**config.mk**
```make
export PLATFORM = sky130hd
export DESIGN_NAME = serial_adder
export DESIGN_NICKNAME = d
export VERILOG_FILES = /design/src/rtl/serial_adder.sv
export SDC_FILE = /design/constraint.sdc
export NUM_CORES = 1
export LEC_CHECK = 0
export ABC_AREA = 0
export BUFFER_PORTS_ARGS = -buffer_cell sky130_fd_sc_hd__clkbuf_2
export CORE_ASPECT_RATIO = 1.75
export CORE_MARGIN = 2
export CORE_UTILIZATION = 41
export CTS_BUF_LIST = sky130_fd_sc_hd__clkbuf_16
export DETAILED_ROUTE_END_ITERATION = 10
export PLACE_DENSITY_LB_ADDON = 0.15
export SLEW_MARGIN = 30
export SYNTH_ARGS = -nofsm -noshare
export SYNTH_HDL_FRONTEND = slang
export SYNTH_SLANG_ARGS = --single-unit
export TNS_END_PERCENT = 20
```
**constraint.sdc**
```tcl
create_clock -name clk -period 1.4 [get_ports clk]
set_input_delay 0.21 -clock clk [delete_from_list [all_inputs] [get_ports clk]]
set_output_delay 0.21 -clock clk [all_outputs]
set_load 0.02 [all_outputs]
```
**src/rtl/serial_adder.sv**
```systemverilog
// -----------------------------------------------------------------------------
// serial_adder
//   Bit-serial WIDTH-bit unsigned adder. Operands are captured on an accepted
//   start and added LSB-first, one bit per clock. Each bit step is a full
//   adder built from two half adders plus a carry flip-flop. The registered
//   sum and carry-out are presented together with a one-cycle done pulse.
//
// Parameters
//   WIDTH  operand/sum width in bits (legal 1..16)
//
// Ports
//   clk    in   1      rising-edge clock
//   rst    in   1      asynchronous, active-high reset
//   start  in   1      capture a/b and begin an addition (ignored while busy)
//   a      in   WIDTH  operand A, sampled only on an accepted start
//   b      in   WIDTH  operand B, sampled only on an accepted start
//   busy   out  1      high while bits are being shifted
//   done   out  1      one-cycle pulse: sum/cout valid from this cycle
//   sum    out  WIDTH  registered result, held until the next completion
//   cout   out  1      registered carry-out of the MSB, held with sum
// -----------------------------------------------------------------------------

// Half-adder primitive shared by both stages of the bit-serial full adder.
module half_adder (
    input  logic x,
    input  logic y,
    output logic s,
    output logic c
);
    assign s = x ^ y;
    assign c = x & y;
endmodule

module serial_adder #(
    parameter int WIDTH = 8
) (
    input  logic             clk,
    input  logic             rst,
    input  logic             start,
    input  logic [WIDTH-1:0] a,
    input  logic [WIDTH-1:0] b,
    output logic             busy,
    output logic             done,
    output logic [WIDTH-1:0] sum,
    output logic             cout
);
    localparam int CNT_W = $clog2(WIDTH + 1);

    typedef enum logic [1:0] {
        IDLE,
        SHIFT,
        DONE
    } state_t;

    state_t           state;
    logic [WIDTH-1:0] sa;
    logic [WIDTH-1:0] sb;
    logic [WIDTH-1:0] acc;
    logic             carry;
    logic [CNT_W-1:0] cnt;

    logic p, g1, s, g2;
    logic             carry_next;
    logic [WIDTH-1:0] acc_next;
    logic             last_bit;

    half_adder u_ha1 (
        .x (sa[0]),
        .y (sb[0]),
        .s (p),
        .c (g1)
    );

    half_adder u_ha2 (
        .x (p),
        .y (carry),
        .s (s),
        .c (g2)
    );

    assign carry_next = g1 | g2;
    // New sum bit enters at the MSB; shifting the concatenation keeps the
    // expression legal for WIDTH == 1, where it reduces to just s.
    assign acc_next   = WIDTH'({s, acc} >> 1);
    assign last_bit   = (cnt == CNT_W'(WIDTH - 1));

    // NOTE: every register here is assigned with <= so all of them update from
    // the same pre-edge values; the internal shift registers are reset too, so
    // no stale operand bits survive a reset that aborts an addition.
    always_ff @(posedge clk or posedge rst) begin
        if (rst) begin
            state <= IDLE;
            sa    <= '0;
            sb    <= '0;
            acc   <= '0;
            carry <= 1'b0;
            cnt   <= '0;
            busy  <= 1'b0;
            done  <= 1'b0;
            sum   <= '0;
            cout  <= 1'b0;
        end else begin
            case (state)
                // DONE accepts start exactly like IDLE, giving back-to-back
                // operation at one result every WIDTH+1 cycles.
                IDLE, DONE: begin
                    done <= 1'b0;
                    if (start) begin
                        sa    <= a;
                        sb    <= b;
                        carry <= 1'b0;
                        cnt   <= '0;
                        busy  <= 1'b1;
                        state <= SHIFT;
                    end else begin
                        state <= IDLE;
                    end
                end

                SHIFT: begin
                    carry <= carry_next;
                    sa    <= sa >> 1;
                    sb    <= sb >> 1;
                    acc   <= acc_next;
                    cnt   <= cnt + CNT_W'(1);
                    // Outputs change only on the completing edge, so partial
                    // sums never reach the ports.
                    if (last_bit) begin
                        sum   <= acc_next;
                        cout  <= carry_next;
                        busy  <= 1'b0;
                        done  <= 1'b1;
                        state <= DONE;
                    end
                end

                default: begin
                    busy  <= 1'b0;
                    done  <= 1'b0;
                    state <= IDLE;
                end
            endcase
        end
    end

endmodule

```
Word level (Yosys, flattened, before mapping)
Index checks and enable logic that the tools add are counted.
{"block": "totals", "word_cells": 43, "ff_bits": 42, "output_inout_bits": 11, "in_bits": 19}
{"block": "classes", "addsub": 1, "reduce_logical": 6, "n_eq_ne": 5, "mux": 16, "n_bitwise": 5}
{"operator": "$pmux 8 s2", "n": 2}
{"operator": "$mux 8", "n": 2}
{"operator": "$pmux 4 s2", "n": 1}
{"operator": "$mux 1", "n": 6}
{"operator": "$reduce_and 2->1", "n": 3}
{"operator": "$add 4x1->4 const B", "n": 1}
{"operator": "$eq 4x3->1 const B", "n": 1}
{"operator": "$mux 4", "n": 1}
{"operator": "$ne 2x2->1 const B", "n": 2}
{"operator": "$pmux 1 s2", "n": 2}
{"operator": "$pmux 2 s2", "n": 1}
{"operator": "$and 1x1->1", "n": 2}
{"operator": "$eq 2x1->1 const B", "n": 1}
{"operator": "$eq 2x2->1 const B", "n": 1}
{"operator": "$logic_not 2->1", "n": 1}
{"operator": "$mux 2", "n": 1}
{"operator": "$reduce_bool 2->1", "n": 1}
{"operator": "$reduce_or 2->1", "n": 1}
{"operator": "$xor 1x1->1", "n": 2}
{"operator": "$or 1x1->1", "n": 1}

Logic depth before layout (Yosys ltp)
{"block": "logic_depth", "ltp_word": 4, "depth_mapped": 5, "ltp_nobuf": 4}

Cells and area by module
Synthesis repeated with hierarchy kept, for this count alone.
{"block": "unflattened", "cells_unflattened": 132, "area_unflattened_um2": 1677.9}
{"mod": "serial_adder", "area_each_um2": 1652.8, "n_inst": 1, "cells_each": 130, "seq_area_each_um2": 1001.0}
{"mod": "half_adder", "area_each_um2": 12.5, "n_inst": 2, "cells_each": 1, "seq_area_each_um2": 0.0}

Worst setup path before layout
OpenSTA, ideal clock, no wires.
{"block": "synth_path", "path_type": "reg-to-reg", "from": "register cnt[0]", "to": "register cout", "path_stages_with_launch": 6, "slack_ps": -57, "t_required_ps": 1272, "setup_ps": 128, "arrival_ps": 1329, "path_buffers": 1, "period_less_slack_ps": 1457, "cell_sequence": "dfrtp_1 > ha_1 > nand3b_1 > nor3b_1 > buf_4 > mux2_1"}
{"block": "synth_via", "elab_chain_cells": 2}
{"item": "from (decl)", "line": "60", "source": "logic [CNT_W-1:0] cnt;"}
{"item": "from (signal assigned)", "line": "125", "source": "cnt <= cnt + CNT_W'(1);"}
{"item": "$eq 4x3->1", "line": "85", "source": "assign last_bit = (cnt == CNT_W'(WIDTH - 1));"}
{"item": "$reduce_and 2->1 (no source line)"}
{"item": "to (signal assigned)", "line": "130", "source": "cout <= carry_next;"}
{"item": "to (decl)", "line": "45", "source": "output logic cout"}
No other way between the ends.
A chain may end at the register's enable or synchronous reset.

Worst setup path in the final report
{"block": "layout_path", "from": "register cnt[0]", "to": "register sum[1]"}
{"block": "layout_via", "elab_chain_cells": 2}
{"item": "$eq 4x3->1", "line": "85"}
{"item": "$reduce_and 2->1 (no source line)"}
{"item": "to (signal assigned)", "line": "129", "source": "sum <= acc_next;"}
{"item": "to (decl)", "line": "44", "source": "output logic [WIDTH-1:0] sum,"}
No other way between the ends.

==> impl_metrics.py <==
metrics = {
    "cts": {
        "cts_setup_buffers": 0,
        "cts-root-buf": "clkbuf_16",
        "clk_pin_slew_ps": 50,
        "clk_path_buf_depth": 2,
        "cts_buffers": 5,
        "worstSkewPairLatency_ps": 280,
        "cts_tree": "yes",
        "cts.sinks": 40,
        "cts_htree_levels": 2,
    },
    "sta": {
        "period_needed_ps": 1440,
        "fmax_mhz": 696,
        "hold_viol_final": 0,
        "setup_viol": 9,
        "slew_headroom_pct": 68.8,
        "whs_ps": 158,
        "tns_ps": -306,
        "grt_setup_unrepaired": "yes",
        "slew_viol_final": 0,
        "worst_pin_slew_ps": 468,
        "fin_skew_ps": 3.13,
        "fin_ws_ps": -37.5,
        "fin_crit_sh_pct": 103,
    },
    "final_layout": {
        "layout-drive-gt1-share_pct": 35.0,
        "final_cell_mix": "dfrtp_1, clkbuf_2, a22o_1",
        "area_delta_synth_final_pct": 29.8,
        "fin_cells": 205,
        "fin_nets": 177,
        "final_common_cell": "dfrtp_1",
        "antenna_cells": 0,
        "nFillCells": 347,
        "final_util_pct": 56.0,
    },
    "pwr": {
        "irDropWorstVdd_v": 0.00187,
        "p_per_area_nw_per_um2": 2580,
        "seqPwrFrac_pct": 35.5,
        "finalPower_uw": 5640,
        "power_switching_uw": 1670,
        "leakagePower_uw": 0.00115,
        "clkPwrFrac_pct": 28.8,
        "combinationalPowerShare_pct": 35.7,
        "power.internal_uw": 3980,
        "switching_share_pct": 29.5,
    },
    "place": {
        "post-place-cells": 196,
        "place_hpwl_um": 2150,
        "port_buffers": 29,
        "gp_congestion": 0.684,
    },
    "routing": {
        "wirelength_um": 3040,
        "ant_nets": 0,
        "firstDrtPassIters": 4,
        "avgRoutedWirePerCell_um": 14.8,
        "drc": 0,
        "viasPerCell": 5.27,
        "num_vias": 1081,
        "first_iter_violations": 22,
    },
    "worst_setup_path": {
        "setup.worst_path.class": "reg -> reg",
        "cp-end-kind": "register",
        "cp-start-kind": "register",
        "cp_max_fo": 10,
        "cp.arrival_ps": 1600,
        "worstPathRequired_ps": 1560,
    },
    "die": {
        "die_y_um": 88.8,
        "placeableCoreArea_um2": 3900,
        "dieArea_um2": 4650,
        "rows": 30,
        "ioPinCount": 30,
        "initial_core_util_pct": 43.1,
        "die_x_um": 52.4,
    },
    "run_status": {
        "violations": "setup timing",
        "status": "complete, but fails checks",
    },
    "synthesis": {
        "synthAdderAreaFrac_pct": 1.93,
        "synth_compound_area_share_pct": 16.9,
        "async_flop_share_pct": 100,
        "ys_warn_count": 0,
        "mappedNetlistArea_um2": 1680,
        "synth_ff_type": "dfrtp_1",
        "synth_seq_area_share_pct": 59.5,
        "synthSimpleGateAreaFrac_pct": 5.06,
        "synth-seq-cells": 40,
        "synth_cell_type_count": 23,
        "synth_top_family_by_area": "compound AO/OA/AOI/OAI gates",
        "synth_edf_count": 0,
        "syn_area_per_cell_um2": 14.8,
        "synth_fp_nets": 135,
        "synth_mux_area_share_pct": 12.6,
        "synthXorXnorAreaFrac_pct": 0,
        "synthCells": 114,
    },
    "global_route": {
        "grt_max_degree": 32,
        "antenna_found_initial": 0,
        "grt_first_pass_wirelength_um": 5220,
        "grt_pass1_vias": 1158,
        "grt_usage_pct": 15.4,
        "overflow": 0,
    },
    "run": {
        "max-cap-violations": 0,
    },
    "worst_hold_path": {
        "hold_path_class": "in -> reg",
    },
}
## layout make-up
type / count / area [um^2] / area share [%]
multi-input combinational: 66 / 618 / 28.3
timing repair buffer: 42 / 287 / 13.1
inverter: 1 / 3.75 / 0.172
clock inverter: 3 / 90.1 / 4.12
sequential: 40 / 1000 / 45.8
tap: 48 / 60.1 / 2.75
clock buffer: 5 / 125 / 5.73
## worst paths after layout
kind	from	end	slack, ps	cells after the start
max	cnt[0]$_DFFE_PP0P_	sum[1]$_DFFE_PP0P_	-40	5
min	b[7]	sb[7]$_DFFE_PP0P_	160	2
max reg2reg	cnt[0]$_DFFE_PP0P_	sum[1]$_DFFE_PP0P_	-40	5
min reg2reg	sa[1]$_DFFE_PP0P_	sa[1]$_DFFE_PP0P_	480	1
max in group asynchronous	rst	sb[7]$_DFFE_PP0P_	410	4
min in group asynchronous	rst	state[0]$_DFFE_PP0P_	470	3
## logic make-up after synthesis
group                      Yosys count
adders and majority gates            2
AOI/OAI and AO/OA                   35
muxes                               19
buffers and inverters                8
and+or+nand+nor                     10
DFF                                 40
## stage by stage
stage | worst slack (ps) | cell area (um^2)
5_1_grt | -161 | 2180
6_report | -37.5 | 2180
4_1_cts | -61.6 | 2180
3_5_place_dp | -82.7 | 1950
3_3_place_gp | -54.4 | 1950
2_1_floorplan | -56.7 | 1680
## registers in the layout, summed over array words and instances (netlist names)
signal	cells
acc	7
busy	1
carry	1
cnt	4
cout	1
sa	8
sb	8
state	2
sum	8
## what timing repair did
| item | CTS | global route |
|---|---|---|
| gates resized for setup | 2 | 0 |
| endpoints found under the setup margin | 9 | 9 |
| hold buffers | 1 | 0 |
| pin swaps | 0 | 0 |
| hold endpoints to repair | 9 | 0 |
## critical path, stage by stage (launching register included)
cell      delay (ps)
dfrtp_1          350
ha_1             170
nand3b_1         110
nor3b_2          190
buf_6            170
mux2_1           330
## power groups by stage
stage	registers, uW	clock network, uW	logic, uW
after floorplan	2130	0	1300
after global placement	1990	0	1960
after detailed placement	2030	0	2040
after CTS	2010	1660	2060
after global routing	2080	1700	2220
final	2000	1620	2020
## Yosys cell counts (2+ instances only)
cell type	instances	area, um^2
nand3b_1	2	15.0
a21o_1	15	113
buf_4	3	22.5
dfrtp_1	40	1000
mux2i_1	2	20.0
buf_6	2	22.5
mux2_1	16	180
a22o_1	19	166
## metal layers
layer	vias up	share of wire, %	track usage (%)
li1	503	-	-
met1	546	41	17.1
met2	30	53	26.5
met3	2	4.3	4.56
met4	0	1.1	6.99
met5	-	0	0
Note: power is estimated with default switching activity, not from simulation.
